--- src/rtl/lsu_gen.sv ---
// Load/store unit between the execute stage and data RAM: byte-lane stores,
// extending loads, misalignment checks, one tagged transaction in flight.
module lsu_gen #(
    parameter int DATA_W = 32,
    parameter int ADDR_W = 24,
    parameter int TAG_W  = 4
) (
    input  logic              i_clk,
    input  logic              i_rstb,
    input  logic              i_flush,
    input  logic              i_req_valid,
    output logic              o_req_ready,
    input  logic              i_req_load,
    input  logic [1:0]        i_req_size,
    input  logic              i_req_signed,
    input  logic [ADDR_W-1:0] i_req_addr,
    input  logic [DATA_W-1:0] i_req_wdata,
    input  logic [TAG_W-1:0]  i_req_tag,
    output logic [ADDR_W-1:0] o_mem_addr,
    output logic              o_mem_rd,
    output logic [DATA_W/8-1:0] o_mem_wr,
    output logic [DATA_W-1:0] o_mem_dout,
    input  logic              i_mem_ack,
    input  logic [DATA_W-1:0] i_mem_din,
    output logic              o_rsp_valid,
    input  logic              i_rsp_ready,
    output logic [DATA_W-1:0] o_rsp_data,
    output logic [TAG_W-1:0]  o_rsp_tag,
    output logic              o_rsp_err
);

    localparam int LANES = DATA_W / 8;
    localparam int OFS_W = $clog2(LANES);

    typedef enum logic [1:0] {IDLE, MEM, RSP} state_t;

    state_t             state;
    state_t             state_nxt;
    logic [OFS_W-1:0]   req_ofs;
    logic [OFS_W-1:0]   size_mask;
    logic               req_bad;
    logic               accept;
    logic [LANES-1:0]   lane_mask;
    logic [LANES-1:0]   wr_lanes;
    logic [DATA_W-1:0]  wr_data;
    logic [1:0]         size_q;
    logic               signed_q;
    logic               load_q;
    logic [OFS_W-1:0]   ofs_q;
    logic               flushed;
    logic [DATA_W-1:0]  shifted;
    logic               sign_bit;
    logic [DATA_W-1:0]  ld_data;

    assign req_ofs     = i_req_addr[OFS_W-1:0];
    assign accept      = i_req_valid && (state == IDLE);
    assign o_req_ready = (state == IDLE);
    assign o_rsp_valid = (state == RSP);

    // Alignment check; a dword needs 8 lanes, so it is illegal on a 32-bit bus.
    always_comb begin
        size_mask = '0;
        case (i_req_size)
            2'd0:    size_mask = '0;
            2'd1:    size_mask = OFS_W'(1);
            2'd2:    size_mask = OFS_W'(3);
            default: size_mask = OFS_W'(7);
        endcase
        req_bad = ((req_ofs & size_mask) != '0) || ((i_req_size == 2'd3) && (LANES < 8));
    end

    always_comb begin
        lane_mask = '0;
        for (int i = 0; i < LANES; i++) begin
            lane_mask[i] = (i < (1 << i_req_size));
        end
        wr_lanes = lane_mask << req_ofs;
        wr_data  = i_req_wdata << {req_ofs, 3'b000};
    end

    // Load alignment and extension, using the offset and size latched at accept.
    always_comb begin
        shifted  = i_mem_din >> {ofs_q, 3'b000};
        sign_bit = 1'b0;
        case (size_q)
            2'd0:    sign_bit = shifted[7];
            2'd1:    sign_bit = shifted[15];
            2'd2:    sign_bit = shifted[31];
            default: sign_bit = shifted[DATA_W-1];
        endcase
        ld_data = '0;
        for (int i = 0; i < DATA_W; i++) begin
            ld_data[i] = (i < (8 << size_q)) ? shifted[i] : (signed_q & sign_bit);
        end
    end

    always_ff @(posedge i_clk or negedge i_rstb) begin
        if (!i_rstb) begin
            state <= IDLE;
        end else begin
            state <= state_nxt;
        end
    end

    always_comb begin
        state_nxt = state;
        case (state)
            IDLE:    if (accept) state_nxt = req_bad ? RSP : MEM;
            MEM:     if (i_mem_ack) state_nxt = (i_flush || flushed) ? IDLE : RSP;
            RSP:     if (i_rsp_ready || i_flush) state_nxt = IDLE;
            default: state_nxt = IDLE;
        endcase
    end

    // A flush seen at any point during MEM suppresses the eventual response.
    always_ff @(posedge i_clk or negedge i_rstb) begin
        if (!i_rstb) begin
            size_q     <= '0;
            signed_q   <= 1'b0;
            load_q     <= 1'b0;
            ofs_q      <= '0;
            flushed    <= 1'b0;
            o_mem_addr <= '0;
            o_mem_rd   <= 1'b0;
            o_mem_wr   <= '0;
            o_mem_dout <= '0;
            o_rsp_data <= '0;
            o_rsp_tag  <= '0;
            o_rsp_err  <= 1'b0;
        end else if (accept) begin
            size_q     <= i_req_size;
            signed_q   <= i_req_signed;
            load_q     <= i_req_load;
            ofs_q      <= req_ofs;
            flushed    <= 1'b0;
            o_rsp_tag  <= i_req_tag;
            o_rsp_data <= '0;
            if (req_bad) begin
                o_rsp_err <= 1'b1;
            end else begin
                o_rsp_err  <= 1'b0;
                o_mem_addr <= {i_req_addr[ADDR_W-1:OFS_W], {OFS_W{1'b0}}};
                o_mem_rd   <= i_req_load;
                o_mem_wr   <= i_req_load ? '0 : wr_lanes;
                o_mem_dout <= i_req_load ? '0 : wr_data;
            end
        end else if (state == MEM) begin
            if (i_flush) begin
                flushed <= 1'b1;
            end
            if (i_mem_ack) begin
                o_mem_addr <= '0;
                o_mem_rd   <= 1'b0;
                o_mem_wr   <= '0;
                o_mem_dout <= '0;
                o_rsp_data <= load_q ? ld_data : '0;
                o_rsp_err  <= 1'b0;
            end
        end
    end

endmodule

--- config.mk ---
export PLATFORM = sky130hd
export DESIGN_NAME = lsu_gen
export DESIGN_NICKNAME = d
export VERILOG_FILES = /design/src/rtl/lsu_gen.sv
export SDC_FILE = /design/constraint.sdc
export NUM_CORES = 1
export LEC_CHECK = 0
export BUFFER_PORTS_ARGS = -buffer_cell sky130_fd_sc_hd__buf_2
export CAP_MARGIN = 40
export CORE_UTILIZATION = 53
export DETAILED_ROUTE_END_ITERATION = 8
export PLACE_DENSITY = 0.86
export SYNTH_ARGS = -nofsm -noshare
export SYNTH_HDL_FRONTEND = slang
export SYNTH_SLANG_ARGS = --single-unit
--- constraint.sdc ---
create_clock -name i_clk -period 5.53 [get_ports i_clk]
set_clock_uncertainty 0.05 [all_clocks]
set_input_delay 0.8295 -clock i_clk [delete_from_list [all_inputs] [get_ports i_clk]]
set_output_delay 0.8295 -clock i_clk [all_outputs]
set_load 0.03 [all_outputs]
After elaboration in Yosys (flattened, before gate mapping)
Cells that the tools add are included.
Cells by class
  order comparisons: 36
  eq/ne operators: 9
  shift-type cells: 5
  mux-type cells: 67
  bitwise logic cells: 2
  reduce and logical (&&, ||, !) cells: 15
Operators by type and width (number)
  6-bit by 32-bit < comparator with 1-bit output (first input constant): 16
  32-bit 2-to-1 mux: 9
  5-bit by 32-bit < comparator with 1-bit output (first input constant): 8
  3-bit by 32-bit < comparator with 1-bit output (first input constant): 4
  4-bit by 32-bit < comparator with 1-bit output (first input constant): 4
  24-bit 2-to-1 mux: 4
  1-bit by 32-bit < comparator with 1-bit output (first input constant): 2
  2-bit by 32-bit < comparator with 1-bit output (first input constant): 2
  1-bit 2-to-1 mux: 41
  1-bit by 2-bit << shifter with 32-bit output (first input constant): 1
  32-bit by 5-bit << shifter with 32-bit output: 1
  4-bit by 2-bit << shifter with 32-bit output (first input constant): 1
  32-bit by 5-bit >> shifter with 32-bit output: 1
  4-bit 2-to-1 mux: 5
  2-bit 2-to-1 mux: 5
  2-bit nonzero test: 4
  2-bit by 1-bit == test with 1-bit output (second input constant): 3
  2-bit logical NOT: 3
  2-bit case mux with 3 select lines: 1
  3-bit AND reduction: 2
  2-bit == test (second input constant): 2
  2-bit by 1-bit != test with 1-bit output (second input constant): 2
  2-bit != test (second input constant): 2
  2-bit case mux with 2 select lines: 1
  other kinds (7): 10
Storage, ports and cells
  register bits: 107
  bits of input ports: 102
  output and inout port bits: 100
  word-level logic and storage cells: 147

Depth between registers and ports, before layout
  word-level depth: 8
  gate-level depth with buffers: 8
  mapped depth without buffers: 4

Worst setup path after synthesis
Ideal clock, no wire load.
  path type: input to register
  start point: input i_req_valid
  end point: register o_mem_wr[0]
  setup time: 128 ps
  arrival: 2092 ps
  required time: 5352 ps
  slack: 3260 ps
  stages on the path: 5
  path buffers: 2
  cells stage by stage: or3b_1 > buf_2 > o311ai_4 > buf_6 > mux2_1
Between the ends
  longest elaborated chain between the ends: 3
  elaborated cells on any way between the ends: 6
  those cells by class: 1 x eq/ne; 1 x mux; 4 x reduce/logical
RTL lines
  start, declared: RTL line 11  | input logic i_req_valid,
  1-bit logical AND (*): RTL line 56  | assign accept = i_req_valid && (state == IDLE);
  2-bit != test (no source line) or 2-bit nonzero test (tied branches)
  3-bit AND reduction (no source line)
  end signal, assigned: RTL line 144  | o_mem_wr <= i_req_load ? '0 : wr_lanes;
  end, declared: RTL line 21  | output logic [DATA_W/8-1:0] o_mem_wr,
Every way passes the cells marked *; elsewhere a longest branch is shown, timed or not.
A chain may end at the register's enable or synchronous reset.

Final worst setup path
  start point: input i_req_addr[0]
  end point: register o_mem_wr[0]
Between the ends
  longest elaborated chain between the ends: 5
  elaborated cells on any way between the ends: 9
  those cells by class: 1 x eq/ne; 1 x shift; 3 x mux; 1 x bitwise; 3 x reduce/logical
RTL lines
  start, declared: RTL line 16  | input logic [ADDR_W-1:0] i_req_addr,
  2-bit AND: RTL line 69  | req_bad = ((req_ofs & size_mask) != '0) || ((i_req_size == 2'd3) && (LANES < 8));
  2-bit nonzero test: RTL line 69
  1-bit logical OR: RTL line 69
  2-bit != test (no source line)
  3-bit AND reduction (no source line)
Several ways; a longest one is shown, not always the timed one. The select of a mux whose other input is x is not followed.

==> impl_metrics.tcl <==
set metrics [dict create \
    chipHeight_um 99.7 \
    crit_path_max_incr_delay_ps 610 \
    cts.repair.resized 0 \
    clkSlewWorstSetupHoldPaths_ps 110 \
    synthDistinctLibCells 46 \
    postSynthAreaPerCell_um2 11.2 \
    die_footprint_um2 9930 \
    criticalPathCategory "in2reg" \
    vias_per_cell 5.62 \
    grt.overflow.total 0 \
    combPwrFrac 0.374 \
    max-cap-violations 0 \
    hold_path_class "in2async" \
    synth-main-ff-cell "sky130_fd_sc_hd__dfrtp_1" \
    route.final.wire_length_um 13000 \
    synthXorXnorAreaFrac 0 \
    setup_viol 0 \
    highest_ir_drop_seen_on_vdd_mv 0.214 \
    power_frac_clock 0.225 \
    largest_fanout_on_the_critical_path 38 \
    final_core_util 0.684 \
    detail_route.wirelength.met1_um 5500 \
    netlist_instances 450 \
    wl_met2_um 6560 \
    grt_setup_unrepaired "false" \
    rows 35 \
    first_global_vias 4214 \
    synth-async-reset-ratio 1.00 \
    cellLeakagePower_nw 3.22 \
    min_period_over_period 0.468 \
    grt_usage 0.269 \
    crit_required_ps 5740 \
    mostFrequentLayoutCell "sky130_fd_sc_hd__buf_2" \
    max_freq_mhz 387 \
    routed-via-count 4279 \
    critical_path_arrival_ps 2800 \
    sw_frac_of_total 0.396 \
    yosys.area_share.adder 0 \
    cpLargestDelayFamily "buffers and inverters" \
    design.core.area_um2 9240 \
    power_mw 2.57 \
    synth_compound_area_frac 0.185 \
    htree_num_levels 3 \
    cts_sinks 105 \
    max-slew-margin-rel 0.406 \
    synth_enable_flop_cells 0 \
    timing.critical_path.buf_inv 2 \
    die_w_um 99.7 \
    crit_chain "buf_2, a21oi_1, o311ai_4, buf_4, mux2_1" \
    start_util 0.547 \
    clock_tree.root_cell "sky130_fd_sc_hd__clkbuf_8" \
    layout-drive-gt1-share 0.423 \
    outcome "complete, no violations" \
    worst_path_max_delay_cell "sky130_fd_sc_hd__buf_2" \
    slew_worst_pin_ps 891 \
    synthToLayoutAreaGrowth_pct 25.0 \
    hpwlAfterDp_um 9570 \
    detail_route.drc_violations 0 \
    layout_min_cycle_time_ps 2590 \
    global_route_wire_length_before_repair_um 20800 \
    pwr-share-seq 0.401 \
    fraction_of_synthesized_area_in_multiplexers 0.148 \
    largest_family_of_logic_cells_by_synthesized_area "compound AO/OA/AOI/OAI gates" \
    totalNegativeSetupSlack_ps 0 \
    cts_tree "yes" \
    antenna_violations_before_repair 0 \
    switching_power_mw 1.02 \
    antennaDiodeCount 0 \
    cts-buffers-inserted 9 \
    synth_warnings 0 \
    iteration_0_drc_markers 229 \
    ys_ff_latch 105 \
    largest_net_degree_at_the_start_of_global_routing 62 \
    setup.worst_path.start_class "primary input" \
    final_cell_mix "198 x sky130_fd_sc_hd__buf_2, 105 x sky130_fd_sc_hd__dfrtp_1, 63 x sky130_fd_sc_hd__nand2_1" \
    finalMaxSlewViolations 0 \
    post_cts_setup_buffer_count 0 \
    detail_route.wl_per_cell_um 17.0 \
    nNetsFinal 730 \
    clk_path_buf_depth 2 \
    topRoutingLayerUsed "met4" \
    drt.antenna.violating_nets 0 \
    floorplan.io_pins 202 \
    synth_simple_gate_area_share 0.103 \
    routabilityCongestion 0.882 \
    crit_path_end_kind "register" \
    skew_pair_late_insertion_delay_ps 360 \
    yosysSeqAreaShare 0.520 \
    hold_viol_final 0 \
    num-fill-cells 712 \
    cts_hold_repair.buffers 0 \
    syn_area_um2 5050 \
    met3WireLength_um 775 \
    pwr_density_cell_nw_per_um2 407 \
    detailedRoute.firstPassIterationCount 5 \
    numPortBuffers 199 \
    internal_power_mw 1.55 \
]
-- cell type report --
class / count / area, µm² / share of cell area
Clock inverter: 7 / 125 / 0.0198
Clock buffer: 9 / 124 / 0.0196
Sequential cell: 105 / 2630 / 0.416
Timing Repair Buffer: 205 / 1050 / 0.167
Inverter: 3 / 11.3 / 0.00178
Multi-Input combinational cell: 304 / 2220 / 0.351
Tap cell: 129 / 161 / 0.0255
-- worst paths after layout --
kind | depth (start not counted) | from | endpoint | slack (ps)
min reg2reg | 2 | o_mem_dout[13] | o_mem_dout[13] | 430
max in group asynchronous | 2 | i_rstb | load_q | 3870
min in group i_clk | 2 | o_mem_dout[13] | o_mem_dout[13] | 430
max reg2reg | 5 | ofs_q[0] | o_rsp_data[26] | 3040
max | 5 | i_req_addr[0] | o_mem_wr[0] | 2940
min | 1 | i_rstb | o_mem_addr[6] | 400
-- cell families after synthesis --
logic type,after synthesis
flops,105
compound gates,127
buf+inv,42
mux,61
other cells,1
simple gates,114
-- synth_stat cells (all sizes together) (2+ instances only) --
cell	instances	area, µm²
dfrtp	105	2630
nand2	63	236
o21ai	36	180
mux2	30	338
a22o	24	210
buf	24	149
nor2	24	92.6
mux2i	23	230
a21oi	20	100
a221o	15	150
clkbuf	15	57.6
o311ai	10	105
o31ai	10	75.1
a22oi	8	60.1
mux4	8	180
nand2b	8	50.1
nor3	5	30.0
or2	4	25.0
inv	3	11.3
or3b	2	17.5
-- layer usage --
metal / up-vias / global-route usage
met5: - / 0
met4: 0 / 0.0724
met3: 9 / 0.0618
met2: 167 / 0.457
met1: 2099 / 0.346
li1: 2004 / -
-- power by group through the flow --
stage	Sequential (mW)	Combinational, mW	Clock (mW)
2_1_floorplan	1.26	0.461	0
3_3_place_gp	1.04	0.934	0
3_5_place_dp	1.04	0.965	0
4_1_cts	1.03	0.964	0.586
5_1_grt	1.05	1.03	0.620
6_report	1.03	0.963	0.578
-- worst reg2reg max path: stages, from the launching register on --
cell	delay [ps]
sky130_fd_sc_hd__dfrtp_1	480
sky130_fd_sc_hd__buf_4	390
sky130_fd_sc_hd__mux2_2	270
sky130_fd_sc_hd__o311ai_1	150
sky130_fd_sc_hd__a2111oi_4	860
sky130_fd_sc_hd__a221o_1	230
-- registers in the layout (all words and copies together) (netlist names), 2 cells and up --
register / count
o_mem_addr: 22
size_q: 2
o_rsp_tag: 4
ofs_q: 2
o_mem_dout: 32
o_rsp_data: 32
o_mem_wr: 4
state: 2
-- metrics by stage --
step	hold WS [ps]	area (µm²)	std cells	setup slack (ps)
final	395	6320	762	2940
after detailed placement	410	6070	746	2560
after CTS	401	6320	762	2960
after global routing	426	6320	762	2770
after global placement	405	6040	744	2600
after floorplan	445	5060	451	3260
No activity file was read; power rests on OpenSTA's default activity.
